File: src/rtl/rename_regfile_if.sv
// rename_regfile_if: groups the issue, operand-read, commit and flush signals
// that pass between the ROB/issue stage and the rename register file.
//   master : ROB / issue stage. Drives issue_*, rs*_addr, commit_* and flush_start/from/to.
//   slave  : rename_regfile. Returns rs*_data/busy/tag and flush_busy.
interface rename_regfile_if #(
    parameter int unsigned TAG_W = 3,
    parameter int unsigned XLEN  = 32
);
    localparam int unsigned REG_AW = 5;

    logic              issue_load;
    logic              issue_rd_we;
    logic [REG_AW-1:0] issue_rd;
    logic [TAG_W-1:0]  issue_tag;

    logic [REG_AW-1:0] rs1_addr;
    logic [REG_AW-1:0] rs2_addr;
    logic [XLEN-1:0]   rs1_data;
    logic              rs1_busy;
    logic [TAG_W-1:0]  rs1_tag;
    logic [XLEN-1:0]   rs2_data;
    logic              rs2_busy;
    logic [TAG_W-1:0]  rs2_tag;

    logic              commit_load;
    logic [REG_AW-1:0] commit_rd;
    logic [TAG_W-1:0]  commit_tag;
    logic [XLEN-1:0]   commit_data;

    logic              flush_start;
    logic [TAG_W-1:0]  flush_from;
    logic [TAG_W-1:0]  flush_to;
    logic              flush_busy;

    modport master (
        output issue_load, issue_rd_we, issue_rd, issue_tag,
        output rs1_addr, rs2_addr,
        output commit_load, commit_rd, commit_tag, commit_data,
        output flush_start, flush_from, flush_to,
        input  rs1_data, rs1_busy, rs1_tag, rs2_data, rs2_busy, rs2_tag,
        input  flush_busy
    );

    modport slave (
        input  issue_load, issue_rd_we, issue_rd, issue_tag,
        input  rs1_addr, rs2_addr,
        input  commit_load, commit_rd, commit_tag, commit_data,
        input  flush_start, flush_from, flush_to,
        output rs1_data, rs1_busy, rs1_tag, rs2_data, rs2_busy, rs2_tag,
        output flush_busy
    );
endinterface

File: src/rtl/rename_regfile.sv
// rename_regfile: architectural register file and rename table for the Tomasulo core.
// When an instruction issues, its rd is marked busy with its ROB tag. When it commits,
// the value is written and busy is cleared, provided rd still maps to that tag. A
// mispredict flush walks a per-ROB-entry undo log from youngest to oldest and restores
// the earlier mappings, one entry per cycle.
// Ports:
//   clk, rst : clock; asynchronous active-high reset
//   rf       : rename_regfile_if.slave, carrying the issue, rs1/rs2 read, commit and flush signals
// Optional build macro REGFILE_BYPASS_EN: a read of a register that is committing in the same
// cycle returns commit_data, and its busy flag drops when that commit clears busy.
module rename_regfile #(
    parameter int unsigned ROB_DEPTH = 8,
    parameter int unsigned TAG_W     = 3,
    parameter int unsigned XLEN      = 32
) (
    input  logic             clk,
    input  logic             rst,
    rename_regfile_if.slave  rf
);
    localparam int unsigned NREG   = 32;
    localparam int unsigned REG_AW = 5;

    localparam logic [1:0] S_IDLE = 2'd0;
    localparam logic [1:0] S_WALK = 2'd1;
    localparam logic [1:0] S_DONE = 2'd2;

    logic [XLEN-1:0]   data_q [NREG];
    logic [XLEN-1:0]   data_d [NREG];
    logic [TAG_W-1:0]  tag_q  [NREG];
    logic [TAG_W-1:0]  tag_d  [NREG];
    logic [NREG-1:0]   busy_q, busy_d;

    logic [ROB_DEPTH-1:0] log_vld_q, log_vld_d;
    logic [ROB_DEPTH-1:0] log_pbusy_q, log_pbusy_d;
    logic [REG_AW-1:0]    log_rd_q   [ROB_DEPTH];
    logic [REG_AW-1:0]    log_rd_d   [ROB_DEPTH];
    logic [TAG_W-1:0]     log_ptag_q [ROB_DEPTH];
    logic [TAG_W-1:0]     log_ptag_d [ROB_DEPTH];

    logic [1:0]       state_q, state_d;
    logic [TAG_W-1:0] ptr_q, ptr_d;
    logic [TAG_W-1:0] last_q, last_d;

    logic flush_busy;
    logic issue_ok;
    logic issue_ren;
    logic commit_fire;
    logic commit_clr;

    assign flush_busy    = (state_q != S_IDLE);
    assign rf.flush_busy = flush_busy;

    // An issue is accepted only while no walk is in progress. It renames only a non-zero rd.
    assign issue_ok    = rf.issue_load & ~flush_busy;
    assign issue_ren   = issue_ok & rf.issue_rd_we & (rf.issue_rd != '0);
    assign commit_fire = rf.commit_load & (rf.commit_rd != '0);
    assign commit_clr  = commit_fire & (tag_q[rf.commit_rd] == rf.commit_tag)
                       & ~(issue_ren & (rf.issue_rd == rf.commit_rd));

    // Next-state logic. Commit is applied first, then the walk step, then the issue, so a same-cycle rename wins.
    always_comb begin
        data_d      = data_q;
        tag_d       = tag_q;
        busy_d      = busy_q;
        log_vld_d   = log_vld_q;
        log_pbusy_d = log_pbusy_q;
        log_rd_d    = log_rd_q;
        log_ptag_d  = log_ptag_q;
        state_d     = state_q;
        ptr_d       = ptr_q;
        last_d      = last_q;

        if (commit_fire) begin
            data_d[rf.commit_rd] = rf.commit_data;
            if (commit_clr) begin
                busy_d[rf.commit_rd] = 1'b0;
            end
            log_vld_d[rf.commit_tag] = 1'b0;
            for (int i = 0; i < int'(ROB_DEPTH); i++) begin
                if (log_vld_q[i] && log_pbusy_q[i] && (log_ptag_q[i] == rf.commit_tag)) begin
                    log_pbusy_d[i] = 1'b0;
                end
            end
        end

        case (state_q)
            S_IDLE: begin
                if (rf.flush_start) begin
                    ptr_d   = rf.flush_to - TAG_W'(1);
                    last_d  = rf.flush_from;
                    state_d = (rf.flush_from == rf.flush_to) ? S_DONE : S_WALK;
                end
            end
            S_WALK: begin
                // Restore only if this entry is still the live mapping. A producer that commits
                // in this same cycle is forwarded, so it cannot be restored as busy.
                if (log_vld_q[ptr_q] && (tag_q[log_rd_q[ptr_q]] == ptr_q)) begin
                    busy_d[log_rd_q[ptr_q]] = log_pbusy_q[ptr_q]
                        & ~(commit_fire & (rf.commit_tag == log_ptag_q[ptr_q]));
                    tag_d[log_rd_q[ptr_q]]  = log_ptag_q[ptr_q];
                end
                log_vld_d[ptr_q] = 1'b0;
                if (ptr_q == last_q) begin
                    state_d = S_DONE;
                end else begin
                    ptr_d = ptr_q - TAG_W'(1);
                end
            end
            S_DONE:  state_d = S_IDLE;
            default: state_d = S_IDLE;
        endcase

        if (issue_ok) begin
            if (issue_ren) begin
                log_vld_d[rf.issue_tag]   = 1'b1;
                log_rd_d[rf.issue_tag]    = rf.issue_rd;
                // A previous producer that commits in this same cycle is logged as not busy.
                log_pbusy_d[rf.issue_tag] = busy_q[rf.issue_rd]
                    & ~(commit_fire & (rf.commit_tag == tag_q[rf.issue_rd]));
                log_ptag_d[rf.issue_tag]  = tag_q[rf.issue_rd];
                busy_d[rf.issue_rd]       = 1'b1;
                tag_d[rf.issue_rd]        = rf.issue_tag;
            end else begin
                log_vld_d[rf.issue_tag] = 1'b0;
            end
        end
    end

    // State registers
    always_ff @(posedge clk or posedge rst) begin
        if (rst) begin
            for (int i = 0; i < int'(NREG); i++) begin
                data_q[i] <= '0;
                tag_q[i]  <= '0;
            end
            for (int i = 0; i < int'(ROB_DEPTH); i++) begin
                log_rd_q[i]   <= '0;
                log_ptag_q[i] <= '0;
            end
            busy_q      <= '0;
            log_vld_q   <= '0;
            log_pbusy_q <= '0;
            state_q     <= S_IDLE;
            ptr_q       <= '0;
            last_q      <= '0;
        end else begin
            data_q      <= data_d;
            tag_q       <= tag_d;
            busy_q      <= busy_d;
            log_vld_q   <= log_vld_d;
            log_pbusy_q <= log_pbusy_d;
            log_rd_q    <= log_rd_d;
            log_ptag_q  <= log_ptag_d;
            state_q     <= state_d;
            ptr_q       <= ptr_d;
            last_q      <= last_d;
        end
    end

    // Read port 1. x0 always reads as zero and not busy.
    always_comb begin
        rf.rs1_data = (rf.rs1_addr == '0) ? '0 : data_q[rf.rs1_addr];
        rf.rs1_busy = (rf.rs1_addr != '0) & busy_q[rf.rs1_addr];
`ifdef REGFILE_BYPASS_EN
        if (commit_fire && (rf.commit_rd == rf.rs1_addr)) begin
            rf.rs1_data = rf.commit_data;
            if (commit_clr) begin
                rf.rs1_busy = 1'b0;
            end
        end
`endif
        rf.rs1_tag = rf.rs1_busy ? tag_q[rf.rs1_addr] : '0;
    end

    // Read port 2
    always_comb begin
        rf.rs2_data = (rf.rs2_addr == '0) ? '0 : data_q[rf.rs2_addr];
        rf.rs2_busy = (rf.rs2_addr != '0) & busy_q[rf.rs2_addr];
`ifdef REGFILE_BYPASS_EN
        if (commit_fire && (rf.commit_rd == rf.rs2_addr)) begin
            rf.rs2_data = rf.commit_data;
            if (commit_clr) begin
                rf.rs2_busy = 1'b0;
            end
        end
`endif
        rf.rs2_tag = rf.rs2_busy ? tag_q[rf.rs2_addr] : '0;
    end
endmodule
File: src/flat_wrapper.sv
// flat-port wrapper written by rule: the top's interface ports become plain ports
module rename_regfile_flat 
#(
    parameter int unsigned ROB_DEPTH = 8,
    parameter int unsigned TAG_W     = 3,
    parameter int unsigned XLEN      = 32
)
  (clk, rst, rf_issue_load, rf_issue_rd_we, rf_issue_rd, rf_issue_tag, rf_rs1_addr, rf_rs2_addr, rf_commit_load, rf_commit_rd, rf_commit_tag, rf_commit_data, rf_flush_start, rf_flush_from, rf_flush_to, rf_rs1_data, rf_rs1_busy, rf_rs1_tag, rf_rs2_data, rf_rs2_busy, rf_rs2_tag, rf_flush_busy);
  rename_regfile_if #(.TAG_W(TAG_W), .XLEN(XLEN)) rf_i ();
  input  logic clk;
  input  logic rst;
  input wire logic [$bits(rf_i.issue_load)-1:0] rf_issue_load;
  input wire logic [$bits(rf_i.issue_rd_we)-1:0] rf_issue_rd_we;
  input wire logic [$bits(rf_i.issue_rd)-1:0] rf_issue_rd;
  input wire logic [$bits(rf_i.issue_tag)-1:0] rf_issue_tag;
  input wire logic [$bits(rf_i.rs1_addr)-1:0] rf_rs1_addr;
  input wire logic [$bits(rf_i.rs2_addr)-1:0] rf_rs2_addr;
  input wire logic [$bits(rf_i.commit_load)-1:0] rf_commit_load;
  input wire logic [$bits(rf_i.commit_rd)-1:0] rf_commit_rd;
  input wire logic [$bits(rf_i.commit_tag)-1:0] rf_commit_tag;
  input wire logic [$bits(rf_i.commit_data)-1:0] rf_commit_data;
  input wire logic [$bits(rf_i.flush_start)-1:0] rf_flush_start;
  input wire logic [$bits(rf_i.flush_from)-1:0] rf_flush_from;
  input wire logic [$bits(rf_i.flush_to)-1:0] rf_flush_to;
  output wire logic [$bits(rf_i.rs1_data)-1:0] rf_rs1_data;
  output wire logic [$bits(rf_i.rs1_busy)-1:0] rf_rs1_busy;
  output wire logic [$bits(rf_i.rs1_tag)-1:0] rf_rs1_tag;
  output wire logic [$bits(rf_i.rs2_data)-1:0] rf_rs2_data;
  output wire logic [$bits(rf_i.rs2_busy)-1:0] rf_rs2_busy;
  output wire logic [$bits(rf_i.rs2_tag)-1:0] rf_rs2_tag;
  output wire logic [$bits(rf_i.flush_busy)-1:0] rf_flush_busy;
  assign rf_i.issue_load = rf_issue_load;
  assign rf_i.issue_rd_we = rf_issue_rd_we;
  assign rf_i.issue_rd = rf_issue_rd;
  assign rf_i.issue_tag = rf_issue_tag;
  assign rf_i.rs1_addr = rf_rs1_addr;
  assign rf_i.rs2_addr = rf_rs2_addr;
  assign rf_i.commit_load = rf_commit_load;
  assign rf_i.commit_rd = rf_commit_rd;
  assign rf_i.commit_tag = rf_commit_tag;
  assign rf_i.commit_data = rf_commit_data;
  assign rf_i.flush_start = rf_flush_start;
  assign rf_i.flush_from = rf_flush_from;
  assign rf_i.flush_to = rf_flush_to;
  assign rf_rs1_data = rf_i.rs1_data;
  assign rf_rs1_busy = rf_i.rs1_busy;
  assign rf_rs1_tag = rf_i.rs1_tag;
  assign rf_rs2_data = rf_i.rs2_data;
  assign rf_rs2_busy = rf_i.rs2_busy;
  assign rf_rs2_tag = rf_i.rs2_tag;
  assign rf_flush_busy = rf_i.flush_busy;
  rename_regfile #(.ROB_DEPTH(ROB_DEPTH), .TAG_W(TAG_W), .XLEN(XLEN)) u_core (.clk(clk), .rst(rst), .rf(rf_i));
endmodule
File: config.mk
export PLATFORM = sky130hd
export DESIGN_NAME = rename_regfile_flat
export DESIGN_NICKNAME = d
export VERILOG_FILES = /design/src/rtl/rename_regfile_if.sv /design/src/rtl/rename_regfile.sv /design/src/flat_wrapper.sv
export SDC_FILE = /design/constraint.sdc
export NUM_CORES = 2
export LEC_CHECK = 0
export BUFFER_PORTS_ARGS = -buffer_cell sky130_fd_sc_hd__buf_2
export CORE_ASPECT_RATIO = 0.75
export CORE_UTILIZATION = 50
export DETAILED_ROUTE_END_ITERATION = 7
export PLACE_DENSITY = 0.77
export SLEW_MARGIN = 10
export SYNTH_ARGS = -nofsm -noshare
export SYNTH_HDL_FRONTEND = slang
export SYNTH_SLANG_ARGS = --single-unit
export TNS_END_PERCENT = 30
File: constraint.sdc
create_clock -name clk -period 108.7 [get_ports clk]
set_clock_uncertainty 0.1 [all_clocks]
set_input_delay 0 -clock clk [delete_from_list [all_inputs] [get_ports clk]]
set_output_delay 0 -clock clk [all_outputs]
set_load 0.005 [all_outputs]
==> results.cfg <==
[global_routing]
grt_pass1_vias = 48620
track_usage_pct = 31.93
overflow = 0
antenna_found_initial = 10
grt_max_degree = 171
grt_first_pass_wirelength_um = 335600

[route]
ant_nets = 0
finalWirelength_um = 227000
initialDrtViolationCount = 6110
drc = 2
wl_per_cell_um = 33.64
drt_first_pass_iters = 8
vias = 48690
via_per_inst = 7.217

[die]
fp.coreArea_um2 = 138900
std_cell_rows = 118
initial_core_util_pct = 50.77
die_h_um = 327.3
fp.dieW_um = 435.7
io_pins = 143
die-area_um2 = 142600

[power_and_ir_drop]
powerDensity_nw_per_um2 = 22.93
ir_worst_vdd_mv = 0.07705
p_leak_nw = 33.16

[finish]
layout-drive-gt1-share_pct = 48.88
synthToLayoutAreaGrowth_pct = 10.27
finalNetCount = 4854
fillerInstances = 10690

[synth]
ys_async_sr_fraction_pct = 100.0
synth_compound_area_share_pct = 3.802
yosysSeqAreaShare_pct = 43.99
synth_flop_cell = dfrtp_1
synth-edff-count = 0
yosys.area_share.adder_pct = 0.01774
ys_ff_latch = 1240
synthSimpleGateAreaFrac_pct = 4.550
synth_nets = 4952
postSynthCellCount = 4881
synth_top_area_cell = dfrtp_1
ys_types = 76
synth.avg_cell_area_um2 = 14.45
synth_top_area_share_pct = 43.99
synth_xor_area_share_pct = 0.5819
synth.cell_area_um2 = 70530
muxShareOfSynthArea_pct = 43.94
yosysWarnings = 0
synth_top_family_by_area = multiplexers
synth_area_leaders = dfrtp_1 44%, mux4_2 25%, mux2_2 17%, clkbuf_1 2.1%, mux2i_1 1.8%

[worst_setup_path]
criticalPathCategory = reg2reg
cp.arrival_ns = 6.11
cp-start-kind = register
endpoint_kind = register
cp.required_ns = 109.21
cp_max_fo = 76

[sta]
fmax_ghz = 0.1788
setup_slack_ns = 103.11
rsz0062_at_grt = false
setup_viol = 0
fin_setup_tns_ns = 0
min_period_over_period_pct = 5.144
slew_violations = 0
slew_headroom_pct = 8.169
period_minus_slack_ns = 5.592
hold_viol_final = 0
tightest_slew_ns = 1.372

[clock_network]
cts_resized = 0
clock-sinks = 1240
cts_tree = yes
cts-buffers-inserted = 130
clk_latency_ns = 0.77
clk_pin_slew_ns = 0.06
clockBufferDepth = 3
cts-root-buf = clkbuf_16
h-tree-depth = 4
cts_setup_buffers = 0

[place]
io_buffers = 142
gp_congestion = 1.092
pre_cts_ws_ns = 103.34
place_hpwl_um = 131900

[worst_hold_path]
hold_class = in2reg

[outcome]
status = complete, but fails checks
violations = design-rule violations

[flow_run]
cap_violations = 0
## synth_stat cells (15+ instances only)
cell      count
mux4_2      795
xnor2_1      33
o31a_1       27
buf_2        33
o211ai_1     15
nand3_1      84
dfrtp_1    1240
mux2i_1     126
buf_1       105
nor3_1       28
or3_1        17
mux2_2     1047
a31oi_1      29
o22ai_1      23
and3_1       40
o221a_2      20
o21ai_0      79
nand2_1     164
nand4_1      24
nor2_1      263
a21oi_1      41
a22oi_1      32
clkbuf_1    386
## final cells by class
type / count / area, um2 / area share (%)
Antenna cell: 6 / 15.01 / 0.01931
Sequential cell: 1240 / 31030 / 39.90
Clock inverter: 46 / 629.4 / 0.8092
Clock buffer: 184 / 3872 / 4.979
Tap cell: 1860 / 2327 / 2.992
Timing Repair Buffer: 310 / 2255 / 2.899
Inverter: 10 / 45.04 / 0.05792
Multi-Input combinational cell: 3091 / 37600 / 48.35
## cells by family after synthesis
kind of cell / count (synthesis)
AO/OA/AOI/OAI: 379
XOR/XNOR: 46
adder cells (fa/ha/maj): 1
buffers and inverters: 550
flip-flops: 1240
multiplexers: 1970
AND/OR/NAND/NOR: 695
## layer usage
metal	global-route usage [%]	share of wire, %
met5	0.4608	0.051
met4	12.69	4.3
met3	12.88	14
met2	45.00	43
met1	44.10	39
## per-stage QoR
| step | cell area (um2) | power [mW] | hold slack, ns | utilization (%) | instances |
|---|---|---|---|---|---|
| global route | 77770 | 1.837 | 0.09780 | 55.97 | 6744 |
| global placement | 72630 | 1.265 | 0.08395 | 52.27 | 6448 |
| finish | 77770 | 1.783 | 0.05717 | 55.98 | 6747 |
| CTS | 77760 | 1.757 | 0.003465 | 55.97 | 6741 |
| floorplan | 70530 | 1.112 | 0.05058 | - | 4881 |
| detailed placement | 72630 | 1.283 | 0.08005 | 52.27 | 6448 |
## sequential cells by signal, summed over array words and instances, names as in the netlist
name	flops
u_core.data_q	1024
u_core.tag_q	96
u_core.log_rd_q	40
u_core.busy_q	32
u_core.log_ptag_q	24
u_core.log_pbusy_q	8
u_core.log_vld_q	8
u_core.last_q	3
u_core.ptr_q	3
u_core.state_q	2
## placed cells by master, fill, tap and decap left out, types with 63 or more instances in the layout
cell	Yosys	final
dfrtp_1	1240	1240
mux2_2	1047	1047
mux4_2	795	795
nor2_1	263	251
nand2_1	164	147
clkbuf_16	0	135
buf_2	33	132
mux2i_1	126	126
buf_4	8	104
nand3_1	84	82
o21ai_0	79	79
dlygate4sd3_1	0	63
## path summary, 6_finish.rpt
path                                startpoint                   to  slack [ns]  depth (start not counted)
min reg2reg                u_core.data_q[1015]  u_core.data_q[1015]        0.30                          0
max                            u_core.ptr_q[1]     u_core.tag_q[73]      103.11                         12
min in group asynchronous                  rst  u_core.log_rd_q[22]        0.42                          4
max reg2reg                    u_core.ptr_q[1]     u_core.tag_q[73]      103.11                         12
min                            rf_commit_rd[3]    u_core.busy_q[26]        0.06                          6
max in group asynchronous                  rst   u_core.data_q[310]      104.09                          8
## what timing repair did
| item | in CTS | in global routing |
|---|---|---|
| setup endpoints to repair | 0 | 0 |
| hold buffers | 63 | 0 |
| endpoints found under the hold margin | 1229 | 0 |
## worst max-delay path, stage by stage (launching register included)
cell	delay [ns]
dfrtp_1	0.50
buf_4	0.41
mux4_2	0.56
buf_4	0.42
nand2_1	0.17
o21ai_0	0.11
o311ai_0	0.57
o21ai_0	0.23
nand4_1	0.18
and3_4	0.63
buf_4	0.77
and4_1	0.53
a221oi_1	0.16
## power by group
group / internal, mW / leakage (nW) / switching [mW] / total (mW)
Sequential: 0.564 / 15.9 / 0.107 / 0.671
Combinational: 0.280 / 15.0 / 0.361 / 0.641
Clock: 0.276 / 2.19 / 0.196 / 0.471
No activity file was read; power rests on OpenSTA's default activity.
